<file path="src/rtl/arb_pkg.sv">
// arb_pkg: shared state, grant and transfer-size encodings for sram_like_arbiter.
package arb_pkg;
   typedef enum logic [1:0] {IDLE, ADDR, DATA} state_t;
   typedef enum logic {GNT_INST = 1'b0, GNT_DATA = 1'b1} grant_t;
   localparam logic [1:0] SZ_BYTE = 2'd0;
   localparam logic [1:0] SZ_HALF = 2'd1;
   localparam logic [1:0] SZ_WORD = 2'd2;
endpackage

</file>
<file path="src/rtl/sram_like_arbiter_if.sv">
// sram_like_arbiter_if: one SRAM-like request/response port; master drives the request side.
interface sram_like_arbiter_if #(parameter int ADDR_W = 32, parameter int DATA_W = 32);
   logic              req;
   logic              wr;
   logic [1:0]        size;
   logic [ADDR_W-1:0] addr;
   logic [DATA_W-1:0] wdata;
   logic [DATA_W-1:0] rdata;
   logic              addr_ok;
   logic              data_ok;
   modport master(output req, wr, size, addr, wdata, input rdata, addr_ok, data_ok);
   modport slave(input req, wr, size, addr, wdata, output rdata, addr_ok, data_ok);
endinterface

</file>
<file path="src/rtl/arb_pick.sv">
// arb_pick: winner select; a tie goes to the port not named by last_grant_i.
module arb_pick
   import arb_pkg::*;
(
   input  logic   inst_req_i,
   input  logic   data_req_i,
   input  grant_t last_grant_i,
   output grant_t grant_o
);
   assign grant_o = (inst_req_i & data_req_i) ? ((last_grant_i == GNT_INST) ? GNT_DATA : GNT_INST)
                                              : (data_req_i ? GNT_DATA : GNT_INST);
endmodule

</file>
<file path="src/rtl/sram_like_arbiter.sv">
// sram_like_arbiter: shares one SRAM-like master port between inst and data miss ports.
// Define ARB_FAIR_EN for round-robin ties; otherwise the data port always wins a tie.
module sram_like_arbiter
   import arb_pkg::*;
#(
   parameter int ADDR_W = 32,
   parameter int DATA_W = 32
) (
   input  logic               aclk,
   input  logic               aresetn,
   sram_like_arbiter_if.slave  inst,
   sram_like_arbiter_if.slave  data,
   sram_like_arbiter_if.master m,
   output logic               stall
);
   state_t            state_q, state_d;
   grant_t            grant_q, grant_d, pick, last_grant;
   logic              wr_q, wr_d;
   logic [1:0]        size_q, size_d;
   logic [ADDR_W-1:0] addr_q, addr_d;
   logic [DATA_W-1:0] wdata_q, wdata_d;
   logic              any_req, complete, other_req;

   arb_pick u_pick (
      .inst_req_i  (inst.req),
      .data_req_i  (data.req),
      .last_grant_i(last_grant),
      .grant_o     (pick)
   );

`ifdef ARB_FAIR_EN
   grant_t last_q;
   always_ff @(posedge aclk or negedge aresetn) begin
      if (!aresetn) last_q <= GNT_INST;
      else if (state_q == IDLE && any_req) last_q <= pick;
   end
   assign last_grant = last_q;
`else
   assign last_grant = GNT_INST;
`endif

   always_ff @(posedge aclk or negedge aresetn) begin
      if (!aresetn) begin
         state_q <= IDLE;
         grant_q <= GNT_INST;
         wr_q    <= 1'b0;
         size_q  <= 2'd0;
         addr_q  <= '0;
         wdata_q <= '0;
      end else begin
         state_q <= state_d;
         grant_q <= grant_d;
         wr_q    <= wr_d;
         size_q  <= size_d;
         addr_q  <= addr_d;
         wdata_q <= wdata_d;
      end
   end

   always_comb begin
      any_req   = inst.req | data.req;
      complete  = m.data_ok & (state_q == DATA | (state_q == ADDR & m.addr_ok));
      other_req = (grant_q == GNT_INST) ? data.req : inst.req;
      state_d   = state_q;
      grant_d   = grant_q;
      wr_d      = wr_q;
      size_d    = size_q;
      addr_d    = addr_q;
      wdata_d   = wdata_q;
      if (state_q == IDLE && any_req) begin
         state_d = ADDR;
         grant_d = pick;
         wr_d    = (pick == GNT_DATA) ? data.wr : inst.wr;
         size_d  = (pick == GNT_DATA) ? data.size : inst.size;
         addr_d  = (pick == GNT_DATA) ? data.addr : inst.addr;
         wdata_d = (pick == GNT_DATA) ? data.wdata : inst.wdata;
      end else if (state_q == ADDR && m.addr_ok) begin
         state_d = m.data_ok ? IDLE : DATA;
      end else if (state_q == DATA && m.data_ok) begin
         state_d = IDLE;
      end
      stall = (state_q != IDLE & ~complete) | (state_q == IDLE & any_req) | (state_q != IDLE & other_req);
   end

   assign m.req        = (state_q == ADDR);
   assign m.wr         = wr_q;
   assign m.size       = size_q;
   assign m.addr       = addr_q;
   assign m.wdata      = wdata_q;
   assign inst.addr_ok = (state_q == ADDR) & m.addr_ok & (grant_q == GNT_INST);
   assign data.addr_ok = (state_q == ADDR) & m.addr_ok & (grant_q == GNT_DATA);
   assign inst.data_ok = complete & (grant_q == GNT_INST);
   assign data.data_ok = complete & (grant_q == GNT_DATA);
   assign inst.rdata   = m.rdata;
   assign data.rdata   = m.rdata;
endmodule

</file>
<file path="src/flat_wrapper.sv">
// flat-port wrapper written by rule: the top's interface ports become plain ports
module sram_like_arbiter_flat import arb_pkg::*;
#(
   parameter int ADDR_W = 32,
   parameter int DATA_W = 32
)
  (aclk, aresetn, stall, inst_req, inst_wr, inst_size, inst_addr, inst_wdata, inst_rdata, inst_addr_ok, inst_data_ok, data_req, data_wr, data_size, data_addr, data_wdata, data_rdata, data_addr_ok, data_data_ok, m_req, m_wr, m_size, m_addr, m_wdata, m_rdata, m_addr_ok, m_data_ok);
  sram_like_arbiter_if #(.ADDR_W(ADDR_W), .DATA_W(DATA_W)) inst_i ();
  sram_like_arbiter_if #(.ADDR_W(ADDR_W), .DATA_W(DATA_W)) data_i ();
  sram_like_arbiter_if #(.ADDR_W(ADDR_W), .DATA_W(DATA_W)) m_i ();
  input  logic aclk;
  input  logic aresetn;
  output logic stall;
  input wire logic [$bits(inst_i.req)-1:0] inst_req;
  input wire logic [$bits(inst_i.wr)-1:0] inst_wr;
  input wire logic [$bits(inst_i.size)-1:0] inst_size;
  input wire logic [$bits(inst_i.addr)-1:0] inst_addr;
  input wire logic [$bits(inst_i.wdata)-1:0] inst_wdata;
  output wire logic [$bits(inst_i.rdata)-1:0] inst_rdata;
  output wire logic [$bits(inst_i.addr_ok)-1:0] inst_addr_ok;
  output wire logic [$bits(inst_i.data_ok)-1:0] inst_data_ok;
  input wire logic [$bits(data_i.req)-1:0] data_req;
  input wire logic [$bits(data_i.wr)-1:0] data_wr;
  input wire logic [$bits(data_i.size)-1:0] data_size;
  input wire logic [$bits(data_i.addr)-1:0] data_addr;
  input wire logic [$bits(data_i.wdata)-1:0] data_wdata;
  output wire logic [$bits(data_i.rdata)-1:0] data_rdata;
  output wire logic [$bits(data_i.addr_ok)-1:0] data_addr_ok;
  output wire logic [$bits(data_i.data_ok)-1:0] data_data_ok;
  output wire logic [$bits(m_i.req)-1:0] m_req;
  output wire logic [$bits(m_i.wr)-1:0] m_wr;
  output wire logic [$bits(m_i.size)-1:0] m_size;
  output wire logic [$bits(m_i.addr)-1:0] m_addr;
  output wire logic [$bits(m_i.wdata)-1:0] m_wdata;
  input wire logic [$bits(m_i.rdata)-1:0] m_rdata;
  input wire logic [$bits(m_i.addr_ok)-1:0] m_addr_ok;
  input wire logic [$bits(m_i.data_ok)-1:0] m_data_ok;
  assign inst_i.req = inst_req;
  assign inst_i.wr = inst_wr;
  assign inst_i.size = inst_size;
  assign inst_i.addr = inst_addr;
  assign inst_i.wdata = inst_wdata;
  assign inst_rdata = inst_i.rdata;
  assign inst_addr_ok = inst_i.addr_ok;
  assign inst_data_ok = inst_i.data_ok;
  assign data_i.req = data_req;
  assign data_i.wr = data_wr;
  assign data_i.size = data_size;
  assign data_i.addr = data_addr;
  assign data_i.wdata = data_wdata;
  assign data_rdata = data_i.rdata;
  assign data_addr_ok = data_i.addr_ok;
  assign data_data_ok = data_i.data_ok;
  assign m_req = m_i.req;
  assign m_wr = m_i.wr;
  assign m_size = m_i.size;
  assign m_addr = m_i.addr;
  assign m_wdata = m_i.wdata;
  assign m_i.rdata = m_rdata;
  assign m_i.addr_ok = m_addr_ok;
  assign m_i.data_ok = m_data_ok;
  sram_like_arbiter #(.ADDR_W(ADDR_W), .DATA_W(DATA_W)) u_core (.aclk(aclk), .aresetn(aresetn), .inst(inst_i), .data(data_i), .m(m_i), .stall(stall));
endmodule
</file>
<file path="config.mk">
export PLATFORM = sky130hd
export DESIGN_NAME = sram_like_arbiter_flat
export DESIGN_NICKNAME = d
export VERILOG_FILES = /design/src/rtl/arb_pkg.sv /design/src/rtl/sram_like_arbiter_if.sv /design/src/rtl/arb_pick.sv /design/src/rtl/sram_like_arbiter.sv /design/src/flat_wrapper.sv
export SDC_FILE = /design/constraint.sdc
export NUM_CORES = 1
export LEC_CHECK = 0
export ABC_AREA = 1
export CORE_UTILIZATION = 25
export CTS_CLUSTER_SIZE = 25
export DETAILED_ROUTE_END_ITERATION = 10
export SYNTH_ARGS = -nofsm -noshare
export SYNTH_HDL_FRONTEND = slang
export SYNTH_SLANG_ARGS = --single-unit
</file>
<file path="constraint.sdc">
create_clock -name aclk -period 1.1 [get_ports aclk]
set_clock_uncertainty 0.05 [all_clocks]
set_input_delay 0.22 -clock aclk [delete_from_list [all_inputs] [get_ports aclk]]
set_output_delay 0.22 -clock aclk [all_outputs]
set_load 0.1 [all_outputs]
</file>
**Yosys cells after proc, flatten, opt, wreduce, memory -nomap -nowiden**

Cells that the tools add are included.

- Add/subtract/negate cells: 0
- $mul: 0
- Div/mod/pow operators: 0
- Magnitude comparators: 0
- Equal/unequal tests: 2
- Shift operators: 0
- Muxes and demuxes: 11
- Bitwise operators: 16
- Reduce and logical (&&, ||, !) cells: 6

Operators by type and width:

| operator | number |
|---|---|
| $mux 32 | 2 |
| $and 1x1->1 | 10 |
| $mux 2 | 5 |
| $mux 1 | 4 |
| $or 1x1->1 | 4 |
| $logic_and 1x1->1 | 3 |
| $reduce_bool 3->1 | 1 |
| $eq 2x1->1 const B | 1 |
| $eq 2x2->1 const B | 1 |
| $logic_not 2->1 | 1 |
| $not 1->1 | 2 |
| $reduce_bool 2->1 | 1 |

- Bits in registers: 70
- Bits in latches: 0
- Memory bits (writable): 0
- ROM bits: 0
- Bits of input ports: 172
- Logic and storage cells: 41
- Memories: 0

**Logic depth before layout (Yosys ltp)**

- Depth after elaboration: 8
- Mapped depth: 7
- Gate-level depth less buffers: 5

**By module**

A second synthesis with hierarchy kept.

- Cells, all modules: 596
- Area total of the unflattened synthesis: 4,035.1 µm²

Modules (own cells, without submodules):

| module | instances | cells each | area each (µm²) | seq. area each (µm²) |
|---|---|---|---|---|
| sram_like_arbiter | 1 | 594 | 4,022.6 | 1,751.7 |
| arb_pick | 1 | 2 | 12.5 | 0.0 |

**Worst setup path before layout**

Ideal clock, no wire load.

- Kind: reg-to-output
- From: register u_core.state_q[0]
- To: output port data_addr_ok
- Arrival: 3.361 ns
- Data required time: 0.830 ns
- Setup slack: -2.531 ns
- Stages on the path, launching flop included: 5
- Path buffers: 0
- Cell sequence: dfrtp_1 -> inv_1 -> nor2_1 -> nand2_1 -> nor2_1

- Cells in the longest elaborated chain, start to end: 3

RTL lines:

| element | RTL line | RTL |
|---|---|---|
| start, declared | sram_like_arbiter.sv:16 | `state_t state_q, state_d;` |
| start signal, assigned | sram_like_arbiter.sv:51 | `state_q <= state_d;` |
| $eq 2x1->1 | - |  |
| named net m_req | flat_wrapper.sv:30 | `output wire logic [$bits(m_i.req)-1:0] m_req;` |
| $and 1x1->1 (2 in series) | sram_like_arbiter.sv:91 | `assign data.addr_ok = (state_q == ADDR) & m.addr_ok & (grant_q == GNT_DATA);` |
| end, declared | flat_wrapper.sv:28 | `output wire logic [$bits(data_i.addr_ok)-1:0] data_addr_ok;` |

The timed path passes the listed nets, and every way through them passes these cells.

**Worst setup path after layout**

- From: register u_core.state_q[1]
- To: output port inst_addr_ok

- Cells in the longest elaborated chain, start to end: 3

RTL lines:

| element | RTL line | RTL |
|---|---|---|
| $eq 2x1->1 | sram_like_arbiter.sv:90 | `assign inst.addr_ok = (state_q == ADDR) & m.addr_ok & (grant_q == GNT_INST);` |
| $and 1x1->1 (2 in series) | sram_like_arbiter.sv:90 |  |
| end, declared | flat_wrapper.sv:20 | `output wire logic [$bits(inst_i.addr_ok)-1:0] inst_addr_ok;` |

Every way passes these cells.

==> metrics.csv <==
metric,value,unit
status,"finished, violations left",
failing checks,negative setup slack,
Place WS,-0.605,ns
Area after DPL,7140,sq um
post-DP HPWL,9.82,mm
Hold WC Path Type,input pin to flip-flop,
most frequent cells in the layout,"nand2_1, clkdlybuf4s50_1, buf_12, inv_1, dfrtp_2",
initial antenna violation count,0,
IO buf count,212,
starting density of the core,25.8,%
final RePlAce weighted congestion,0.768,
layout cells sized above 1,28.7,%
cell row count,46,
final net count,934,
CP arrival,1.47,ns
Vias,3992,
Post-Synthesis Cells,592,
DIE AREA,17100,sq um
CTS Buf Count,9,
met3 wire length,783,um
Critical Path Start Type,flip-flop,
Clock Tree Root,clkbuf_16,
fmax,575,MHz
DRT Pass-1 Iters,4,
CP Capture Type,output pin,
CTS Buffer Depth,2,
relative slew slack,82.1,%
Util after Layout,47.5,%
Vias/cell,4.06,
Die Span X,131,um
Worst-Margin Slew,0.267,ns
Post-Syn Area,4130,sq um
post-route cell area,7600,sq um
Ports,309,
DRT antenna net count,0,
clk_lat worst skew,0.33,ns
Iteration-0 DRC Markers,79,
Design Power,26.8,mW
Tmin final,1.74,ns
Final Hold Fails,0,
first-pass GRT wire length,19.6,mm
H-tree Lvls,3,
synthesized net count,764,
GR Overflow Total,0,
WL met2,6.51,mm
GRT Overall Usage,15.4,%
Ys Warns,0,
Avg Synthesized Cell Area,6.98,sq um
Top Layer Used,met4,
Slew Limit Fails,0,
Pleak,3.66,nW
Pwr per Cell Area,3530,nW/um^2
CP Data Required Time,0.83,ns
final setup vio count,143,
Layout area overhead,83.8,%
Die Y,131,um
crit path max fanout,5,
largest net degree at the start of global routing,43,
vias in the first global route,3801,
Num Clock Sinks,70,
core area,16000,sq um
setup tns final,-24.41,ns
Setup CP Type,flip-flop to output pin,
CTS tree,yes,
drt drc,0,
Yosys cell types,17,
final worst setup slack,-0.639,ns
DRT met1 WL,4.98,mm
"commonest non-fill, non-tap cell in the layout",nand2_1,
RSZ-0062 raised after global routing,yes,
wire per inst,13.0,um
period utilization,158,%
"Seq/Total Area, Yosys",42.4,%
Max-cap violations,0,
final WL,12.8,mm
ANT cells,0,
Max VDD drop,1.42,mV
clk slew on worst S/H paths,0.05,ns
"FF+latch count, synth",70,
-- power by group --
part | leakage (nW) | internal (mW) | switching (mW) | total, mW
Combinational | 2.73 | 6.89 | 11.9 | 18.8
Sequential | 0.790 | 4.02 | 1.30 | 5.31
Clock | 0.140 | 1.65 | 1.06 | 2.71
Total | 3.66 | 12.6 | 14.3 | 26.8
-- flip-flops by register name (all words and copies together) (netlist names) --
register	count
u_core.m.size	2
u_core.grant_q	1
u_core.m.wdata	32
u_core.m.addr	32
u_core.state_q	2
u_core.m.wr	1
-- routing by layer --
metal	vias to the layer above	GRT usage, %
li1	2045	-
met1	1773	17.1
met2	130	27.2
met3	44	3.18
met4	0	8.92
met5	-	0
-- kinds of logic (layout without fill, tap and decap cells) --
logic type | Yosys count | in the layout | synth area share [%]
AOI/OAI and AO/OA | 72 | 72 | 8.99
buffers and inverters | 165 | 340 | 22.4
DFF | 70 | 70 | 42.4
and+or+nand+nor | 285 | 285 | 26.2
-- synthesized netlist by cell type --
library cell / count / area, sq um
clkbuf_1: 6 / 22.5
nor2_1: 3 / 11.3
nand2_1: 277 / 1040
buf_4: 72 / 541
o21ai_0: 53 / 265
inv_1: 71 / 267
o21ai_1: 16 / 80.1
nor2_4: 1 / 11.3
clkbuf_2: 1 / 5.00
inv_2: 1 / 3.75
nand4_1: 1 / 6.26
o21ai_4: 1 / 16.3
a21oi_1: 2 / 10.0
nand3_1: 3 / 15.0
buf_6: 3 / 33.8
dfrtp_1: 70 / 1750
buf_2: 11 / 55.1
-- worst max-delay path, stage by stage (launching register included) --
cell and delay (ns):
dfrtp_2 0.46, buf_4 0.16, nor2_4 0.14, nand2_4 0.09, nor2_4 0.11, buf_12 0.18
-- metrics by stage --
stage / hold WS [ns] / std cells
2_1_floorplan: -0.126 / 592
3_3_place_gp: 0.146 / 958
3_5_place_dp: 0.153 / 958
4_1_cts: 0.241 / 982
5_1_grt: 0.274 / 983
6_report: 0.261 / 983
-- cell type report --
type / count / area (sq um)
multi-input combinational: 357 / 1550
timing repair buffer: 252 / 3390
sequential: 70 / 1840
fill: 1566 / 8400
clock inverter: 3 / 18.8
clock buffer: 13 / 260
tap: 216 / 270
inverter: 72 / 273
-- path summary, 6_finish.rpt --
kind,from,to,slack [ns],cells after the start
min,data_req,u_core.grant_q,0.26,4
max,u_core.state_q[1],inst_addr_ok,-0.64,5
max in group asynchronous,aresetn,u_core.m.wdata[1],0.37,3
min in group asynchronous,aresetn,u_core.m.addr[6],0.37,3
max reg2reg,u_core.state_q[0],u_core.m.addr[20],-0.25,7
min reg2reg,u_core.m.wdata[11],u_core.m.wdata[11],0.47,2
-- what timing repair did --
item | CTS | global route
gates cloned | 2 | 0
pin swaps | 2 | 0
setup buffers | 5 | 1
hold buffers | 1 | 0
gates resized for setup | 8 | 11
endpoints found under the hold margin | 70 | 0
endpoints found under the setup margin | 143 | 143
Note: power is estimated with default switching activity, not from simulation.
